[src/rtl/fp_add_normalize.sv]
// FP32 adder back end: mantissa add/subtract, normalize, round-to-nearest-even, pack.
// Build option FPNORM_LEADZERO_EN: single-cycle leading-zero normalization instead of one shift per cycle.
module fp_add_normalize #(
    parameter int MANT_W = 32,
    parameter int EXP_W  = 8
) (
    input  logic        clk,
    input  logic        reset,
    input  logic        in_valid,
    output logic        in_ready,
    input  logic        in_bypass,
    input  logic [31:0] in_bypass_result,
    input  logic        in_sign_a,
    input  logic        in_sign_b,
    input  logic [7:0]  in_exponent,
    input  logic [31:0] in_mantissa_a,
    input  logic [31:0] in_mantissa_b,
    output logic        out_valid,
    input  logic        out_ready,
    output logic [31:0] out_result,
    output logic        out_overflow
);

    localparam int GRD_W  = 8;
    localparam int FRAC_W = MANT_W - 1 - GRD_W;
    localparam logic [EXP_W:0] EXP_ONE = {{EXP_W{1'b0}}, 1'b1};
    localparam logic [EXP_W:0] EXP_MAX = {1'b0, {EXP_W{1'b1}}};

    typedef enum logic [2:0] {
        S_IDLE,
        S_ADD,
        S_NORM,
        S_ROUND,
        S_DONE
    } state_t;

    state_t            state_q;
    logic              in_ready_q;
    logic              out_valid_q;
    logic [31:0]       result_q;
    logic              overflow_q;
    logic              sign_a_q;
    logic              sign_b_q;
    logic [MANT_W-1:0] mant_a_q;
    logic [MANT_W-1:0] mant_b_q;
    logic              sign_q;
    logic [MANT_W-1:0] mant_q;
    logic [EXP_W:0]    exp_q;
    logic              zero_q;

    logic [MANT_W:0]   sum_d;
    logic              sum_sign_d;
    logic [MANT_W-1:0] add_mant_d;
    logic [EXP_W:0]    add_exp_d;
    logic              add_zero_d;

    logic [MANT_W-1:0] norm_mant_d;
    logic [EXP_W:0]    norm_exp_d;
    logic              norm_done_d;

    logic              rnd_inc_d;
    logic [FRAC_W+1:0] rnd_sum_d;
    logic [FRAC_W:0]   rnd_sig_d;
    logic [EXP_W:0]    rnd_exp_d;
    logic              rnd_ovf_d;
    logic [31:0]       rnd_result_d;

    // Magnitude add/subtract; a carry out is folded back with the dropped bit kept as sticky.
    always_comb begin
        sum_d      = '0;
        sum_sign_d = sign_a_q;
        if (sign_a_q == sign_b_q) begin
            sum_d = {1'b0, mant_a_q} + {1'b0, mant_b_q};
        end else if (mant_a_q >= mant_b_q) begin
            sum_d = {1'b0, mant_a_q} - {1'b0, mant_b_q};
        end else begin
            sum_d      = {1'b0, mant_b_q} - {1'b0, mant_a_q};
            sum_sign_d = sign_b_q;
        end
        add_zero_d = (sum_d == '0);
        if (sum_d[MANT_W]) begin
            add_mant_d = {sum_d[MANT_W:2], sum_d[1] | sum_d[0]};
            add_exp_d  = exp_q + EXP_ONE;
        end else begin
            add_mant_d = sum_d[MANT_W-1:0];
            add_exp_d  = exp_q;
        end
    end

`ifdef FPNORM_LEADZERO_EN
    function automatic logic [EXP_W:0] lead_zeros(input logic [MANT_W-1:0] m);
        logic [EXP_W:0] n;
        logic           hit;
        n   = '0;
        hit = 1'b0;
        for (int unsigned i = 0; i < MANT_W; i++) begin
            if (!hit && !m[MANT_W-1-i]) n = n + EXP_ONE;
            else                        hit = 1'b1;
        end
        return n;
    endfunction

    logic [EXP_W:0] lz_d;
    logic [EXP_W:0] norm_shift_d;

    // Shift is clamped so the exponent never drops below 1 (subnormal floor).
    always_comb begin
        lz_d         = lead_zeros(mant_q);
        norm_shift_d = (lz_d < exp_q - EXP_ONE) ? lz_d : (exp_q - EXP_ONE);
        norm_mant_d  = mant_q << norm_shift_d;
        norm_exp_d   = exp_q - norm_shift_d;
        norm_done_d  = 1'b1;
    end
`else
    always_comb begin
        norm_mant_d = {mant_q[MANT_W-2:0], 1'b0};
        norm_exp_d  = exp_q - EXP_ONE;
        norm_done_d = norm_mant_d[MANT_W-1] || (norm_exp_d == EXP_ONE);
    end
`endif

    // Round to nearest even on bits [GRD_W-1:0]; a hidden-bit carry renormalizes by one.
    always_comb begin
        rnd_inc_d = mant_q[GRD_W-1] & ((|mant_q[GRD_W-2:0]) | mant_q[GRD_W]);
        rnd_sum_d = {1'b0, mant_q[MANT_W-1:GRD_W]} + {{(FRAC_W+1){1'b0}}, rnd_inc_d};
        if (rnd_sum_d[FRAC_W+1]) begin
            rnd_sig_d = rnd_sum_d[FRAC_W+1:1];
            rnd_exp_d = exp_q + EXP_ONE;
        end else begin
            rnd_sig_d = rnd_sum_d[FRAC_W:0];
            rnd_exp_d = exp_q;
        end
        rnd_ovf_d = !zero_q && (rnd_exp_d >= EXP_MAX);
        if (zero_q) begin
            rnd_result_d = '0;
        end else if (rnd_ovf_d) begin
            rnd_result_d = {sign_q, {EXP_W{1'b1}}, {FRAC_W{1'b0}}};
        end else begin
            rnd_result_d = {sign_q,
                            rnd_sig_d[FRAC_W] ? rnd_exp_d[EXP_W-1:0] : {EXP_W{1'b0}},
                            rnd_sig_d[FRAC_W-1:0]};
        end
    end

    always_ff @(posedge clk) begin
        if (reset) begin
            state_q     <= S_IDLE;
            in_ready_q  <= 1'b1;
            out_valid_q <= 1'b0;
            result_q    <= '0;
            overflow_q  <= 1'b0;
            sign_a_q    <= 1'b0;
            sign_b_q    <= 1'b0;
            mant_a_q    <= '0;
            mant_b_q    <= '0;
            sign_q      <= 1'b0;
            mant_q      <= '0;
            exp_q       <= '0;
            zero_q      <= 1'b0;
        end else begin
            case (state_q)
                S_IDLE: begin
                    if (in_valid) begin
                        in_ready_q <= 1'b0;
                        if (in_bypass) begin
                            result_q    <= in_bypass_result;
                            overflow_q  <= 1'b0;
                            out_valid_q <= 1'b1;
                            state_q     <= S_DONE;
                        end else begin
                            sign_a_q <= in_sign_a;
                            sign_b_q <= in_sign_b;
                            mant_a_q <= in_mantissa_a;
                            mant_b_q <= in_mantissa_b;
                            exp_q    <= {1'b0, in_exponent};
                            state_q  <= S_ADD;
                        end
                    end
                end
                S_ADD: begin
                    sign_q <= sum_sign_d;
                    mant_q <= add_mant_d;
                    exp_q  <= add_exp_d;
                    zero_q <= add_zero_d;
                    if (add_zero_d || add_mant_d[MANT_W-1] || (add_exp_d <= EXP_ONE))
                        state_q <= S_ROUND;
                    else
                        state_q <= S_NORM;
                end
                S_NORM: begin
                    mant_q <= norm_mant_d;
                    exp_q  <= norm_exp_d;
                    if (norm_done_d) state_q <= S_ROUND;
                end
                S_ROUND: begin
                    result_q    <= rnd_result_d;
                    overflow_q  <= rnd_ovf_d;
                    out_valid_q <= 1'b1;
                    state_q     <= S_DONE;
                end
                S_DONE: begin
                    if (out_ready) begin
                        out_valid_q <= 1'b0;
                        in_ready_q  <= 1'b1;
                        state_q     <= S_IDLE;
                    end
                end
                default: state_q <= S_IDLE;
            endcase
        end
    end

    assign in_ready     = in_ready_q;
    assign out_valid    = out_valid_q;
    assign out_result   = result_q;
    assign out_overflow = overflow_q;

endmodule

[config.mk]
export PLATFORM = sky130hd
export DESIGN_NAME = fp_add_normalize
export DESIGN_NICKNAME = d
export VERILOG_FILES = /design/src/rtl/fp_add_normalize.sv
export SDC_FILE = /design/constraint.sdc
export NUM_CORES = 1
export LEC_CHECK = 0
export CAP_MARGIN = 20
export CORE_MARGIN = 2
export CORE_UTILIZATION = 58
export DETAILED_ROUTE_END_ITERATION = 8
export PLACE_DENSITY = 0.82
export SLEW_MARGIN = 5
export SYNTH_ARGS = -nofsm -noshare
export SYNTH_HDL_FRONTEND = slang
export SYNTH_SLANG_ARGS = --single-unit
[constraint.sdc]
create_clock -name clk -period 4.8 [get_ports clk]
set_input_delay 0.96 -clock clk [delete_from_list [all_inputs] [get_ports clk]]
set_output_delay 0.96 -clock clk [all_outputs]
set_load 0.005 [all_outputs]
==> impl_metrics.prom <==
# TYPE chip_impl_metric gauge
chip_impl_metric{name="wire_length_of_the_first_global_routing_pass",unit="mm"} 68.0
chip_impl_metric{name="num_antenna_cells",unit=""} 0
chip_impl_metric{name="synth_enable_flop_cells",unit=""} 0
chip_impl_metric{name="chipHeight",unit="um"} 154
chip_impl_metric{name="drt.antenna.violating_nets",unit=""} 0
chip_impl_info{name="crit_path_end",value="zero_q$_SDFFE_PP0N_"} 1
chip_impl_metric{name="insertion_delay",unit="ns"} 0.44
chip_impl_metric{name="place.port_buffers",unit=""} 145
chip_impl_info{name="worst_setup_sp",value="mant_a_q[28]$_SDFFE_PP0P_"} 1
chip_impl_metric{name="worstMarginPinSlew",unit="ns"} 1.01
chip_impl_metric{name="postSynthCellCount",unit=""} 1859
chip_impl_metric{name="timing.critical_path.depth",unit=""} 14
chip_impl_metric{name="post_synth_instance_area",unit="sq mm"} 0.0131
chip_impl_metric{name="ff2ff_setup_slack",unit="ns"} 0.29
chip_impl_info{name="hp-class",value="flop to flop"} 1
chip_impl_metric{name="final_period_minus_worst_setup_slack",unit="ns"} 4.51
chip_impl_metric{name="first_pass_iters",unit=""} 7
chip_impl_metric{name="cts_hold_repair.buffers",unit=""} 0
chip_impl_metric{name="ys.warnings.count",unit=""} 0
chip_impl_metric{name="stage_delay_of_the_slowest_cell_on_the_critical_path",unit="ns"} 0.66
chip_impl_metric{name="required",unit="ns"} 5.15
chip_impl_info{name="worst-setup-path-type",value="flop to flop"} 1
chip_impl_metric{name="final_clock_skew",unit="ns"} 0.0125
chip_impl_metric{name="ratio_of_routed_vias_to_standard_cells",unit=""} 6.33
chip_impl_metric{name="drive_gt1_frac",unit=""} 0.0678
chip_impl_metric{name="layoutNonFillerInstCount",unit=""} 2241
chip_impl_info{name="cts_root_buffer",value="clkbuf_16"} 1
chip_impl_metric{name="io_pins",unit=""} 146
chip_impl_metric{name="design_area",unit="sq mm"} 0.0154
chip_impl_metric{name="drtIter0Drc",unit=""} 1504
chip_impl_info{name="tritoncts",value="done"} 1
chip_impl_info{name="grt_setup_unrepaired",value="no"} 1
chip_impl_metric{name="detailroute.via_count",unit=""} 14200
chip_impl_metric{name="post-route-period-util",unit=""} 0.939
chip_impl_metric{name="timing.critical_path.fanout_max",unit=""} 14
chip_impl_metric{name="synthToLayoutAreaGrowth",unit="%"} 17.3
chip_impl_info{name="worst_r2r_startpoint",value="mant_a_q[28]$_SDFFE_PP0P_"} 1
chip_impl_metric{name="num_rows",unit=""} 54
chip_impl_metric{name="net_count_after_synthesis",unit=""} 2073
chip_impl_metric{name="final_max_slew_viol_count",unit=""} 0
chip_impl_metric{name="wl_per_cell",unit="um"} 18.8
chip_impl_metric{name="dpl.cell_count",unit=""} 2209
chip_impl_metric{name="clkSlewWorstSetupHoldPaths",unit="ns"} 0.07
chip_impl_info{name="critical_path.slowest_cell",value="o31ai_1"} 1
chip_impl_metric{name="netlist-cell-type-count",unit=""} 103
chip_impl_metric{name="coreArea",unit="sq mm"} 0.0220
chip_impl_metric{name="ff2ff_path_depth",unit=""} 14
chip_impl_metric{name="via_count_of_the_first_global_routing_pass",unit=""} 13100
chip_impl_metric{name="initial_core_util",unit=""} 0.596
chip_impl_metric{name="fmax",unit="GHz"} 0.222
chip_impl_metric{name="numCtsBuffers",unit=""} 17
chip_impl_metric{name="dpl-instance-area",unit="sq mm"} 0.0147
chip_impl_metric{name="finalHoldWorstSlack",unit="ns"} 0.491
chip_impl_info{name="timing.critical_path.from_type",value="flop"} 1
chip_impl_metric{name="largest_net_degree_at_the_start_of_global_routing",unit=""} 92
chip_impl_metric{name="worstPathArrival",unit="ns"} 4.85
chip_impl_metric{name="ir_worst_vdd",unit="V"} 0.000273
chip_impl_metric{name="final-hold-violation-count",unit=""} 0
chip_impl_metric{name="drc",unit=""} 0
chip_impl_metric{name="global_route.overflow_total",unit=""} 0
chip_impl_metric{name="ctsHtreeMaxLevel",unit=""} 4
chip_impl_metric{name="cts_num_sinks",unit=""} 147
chip_impl_info{name="timing.critical_path.mode_cell",value="and4_1"} 1
chip_impl_info{name="status",value="completed"} 1
chip_impl_metric{name="die_width",unit="um"} 154
chip_impl_metric{name="power.density",unit="mW/mm^2"} 481
chip_impl_metric{name="synthArstFlopShare",unit=""} 0
chip_impl_metric{name="post_synth.cell_area_avg",unit="sq um"} 7.04
chip_impl_metric{name="total_die_area",unit="sq mm"} 0.0238
chip_impl_metric{name="gp_congestion",unit=""} 0.996
chip_impl_metric{name="final.setup.tns",unit="ns"} 0
chip_impl_info{name="mostFrequentLayoutCells",value="nand2_1 (260), a21oi_1 (232), nor2_1 (182)"} 1
chip_impl_metric{name="static_leakage",unit="nW"} 6.01
chip_impl_info{name="synthFlopType",value="dfxtp_1"} 1
chip_impl_info{name="end_kind",value="flop"} 1
chip_impl_metric{name="max_cap_viol_count",unit=""} 0
chip_impl_metric{name="seq_area_frac_synth",unit=""} 0.225
chip_impl_info{name="path_cells",value="inv_1, ha_1, nand2_1, o21ai_1, a211oi_2, o31ai_1, nor3_4, or3b_1, a31oi_1, xor2_1, and4_1, and4_1, nand4_1, o41ai_2"} 1
chip_impl_metric{name="finalSetupViolCount",unit=""} 0
chip_impl_info{name="layout_commonest_cell",value="nand2_1"} 1
chip_impl_metric{name="yosys_register_bits",unit=""} 147
chip_impl_metric{name="global_route.usage.total",unit=""} 0.348
chip_impl_metric{name="path_buf_inv",unit=""} 1
chip_impl_metric{name="slew-limit-headroom",unit=""} 0.324
chip_impl_metric{name="num-nets-final",unit=""} 2162
chip_impl_info{name="worstReg2RegEnd",value="zero_q$_SDFFE_PP0N_"} 1
chip_impl_metric{name="grt_antenna_before_repair",unit=""} 0
chip_impl_metric{name="cts.path.max_buffers",unit=""} 2
chip_impl_metric{name="detailed_place_hpwl",unit="mm"} 32.0
chip_impl_metric{name="drt_wl_total",unit="mm"} 42.1
chip_impl_metric{name="finalPower",unit="W"} 0.00739
chip_impl_info{name="critical_path.top_delay_family",value="compound AO/OA/AOI/OAI gates"} 1
-- flip-flops by register name (all words and copies together), names as in the netlist, 3 cells and up --
register    flops
out_result     32
state_q         3
exp_q           9
mant_b_q       32
mant_a_q       32
mant_q         32
-- what timing repair did --
action,4_1_cts,5_1_grt
resized for setup,0,2
buffers inserted,0,0
setup endpoints to repair,0,2
-- final cells by class --
cell class | instances | area, sq um
Inverter | 101 | 379
Timing Repair Buffer | 192 | 1830
Tap cell | 280 | 350
Sequential cell | 147 | 2940
Multi-Input combinational cell | 1489 | 9240
Clock inverter | 15 | 183
Fill cell | 1922 | 6610
Clock buffer | 17 | 425
-- through the flow --
| step | setup WS (ns) | utilization |
|---|---|---|
| 2_1_floorplan | 1.26 | - |
| 3_3_place_gp | 0.329 | 0.670 |
| 3_5_place_dp | 0.210 | 0.671 |
| 4_1_cts | 0.187 | 0.699 |
| 5_1_grt | 0.0853 | 0.699 |
| 6_report | 0.292 | 0.699 |
-- synthesized netlist by cell type, types with 26 or more instances --
master	number	area [sq um]
a211oi_1	26	195
nand4_1	27	169
xnor2_1	36	315
nor3_1	55	275
inv_1	100	375
dfxtp_1	147	2940
a21oi_1	233	1170
clkbuf_1	87	327
ha_1	100	1250
nand2_1	261	980
nand3_1	40	200
nor2_1	183	687
o21ai_0	115	576
a22oi_1	29	218
-- worst min-delay path: cells and delay by family, from the launching register on --
family / cells / cell delay [ns]
flip-flops: 1 / 0.31
AND/OR/NAND/NOR: 2 / 0.14
-- cells by family after synthesis --
group,share of synthesized area
and+or+nand+nor,0.252
buffers and inverters,0.0745
adders and majority gates,0.100
xor gates and xnor gates,0.0408
AOI/OAI and AO/OA,0.293
muxes,0.0153
DFF,0.225
-- worst min-delay path by stage --
stage	from	depth (start not counted)	end	slack (ns)
floorplan	sign_q$_SDFFE_PP0N_	2	sign_q$_SDFFE_PP0N_	0.47
global placement	out_overflow$_SDFFE_PP0P_	2	out_overflow$_SDFFE_PP0P_	0.47
detailed placement	out_overflow$_SDFFE_PP0P_	2	out_overflow$_SDFFE_PP0P_	0.48
CTS	out_result[28]$_SDFFE_PP0P_	2	out_result[28]$_SDFFE_PP0P_	0.50
global route	out_result[27]$_SDFFE_PP0P_	2	out_result[27]$_SDFFE_PP0P_	0.51
finish	out_result[28]$_SDFFE_PP0P_	2	out_result[28]$_SDFFE_PP0P_	0.49
-- layer usage --
metal,GRT usage,vias to the layer above,part of all wire
met1,0.470,6625,0.44
met2,0.574,668,0.46
li1,-,6796,-
met5,0,-,0
met4,0.118,0,0.030
met3,0.0490,89,0.072
-- report_power, final --
group          leakage (nW)  internal [W]  total [W]  switching [W]
Sequential             1.20       0.00143    0.00169       0.000264
Combinational          4.52       0.00162    0.00429        0.00266
Clock                 0.291      0.000749    0.00141       0.000662
Total                  6.01       0.00380    0.00739        0.00359
Power figures use the tool's default switching activity.
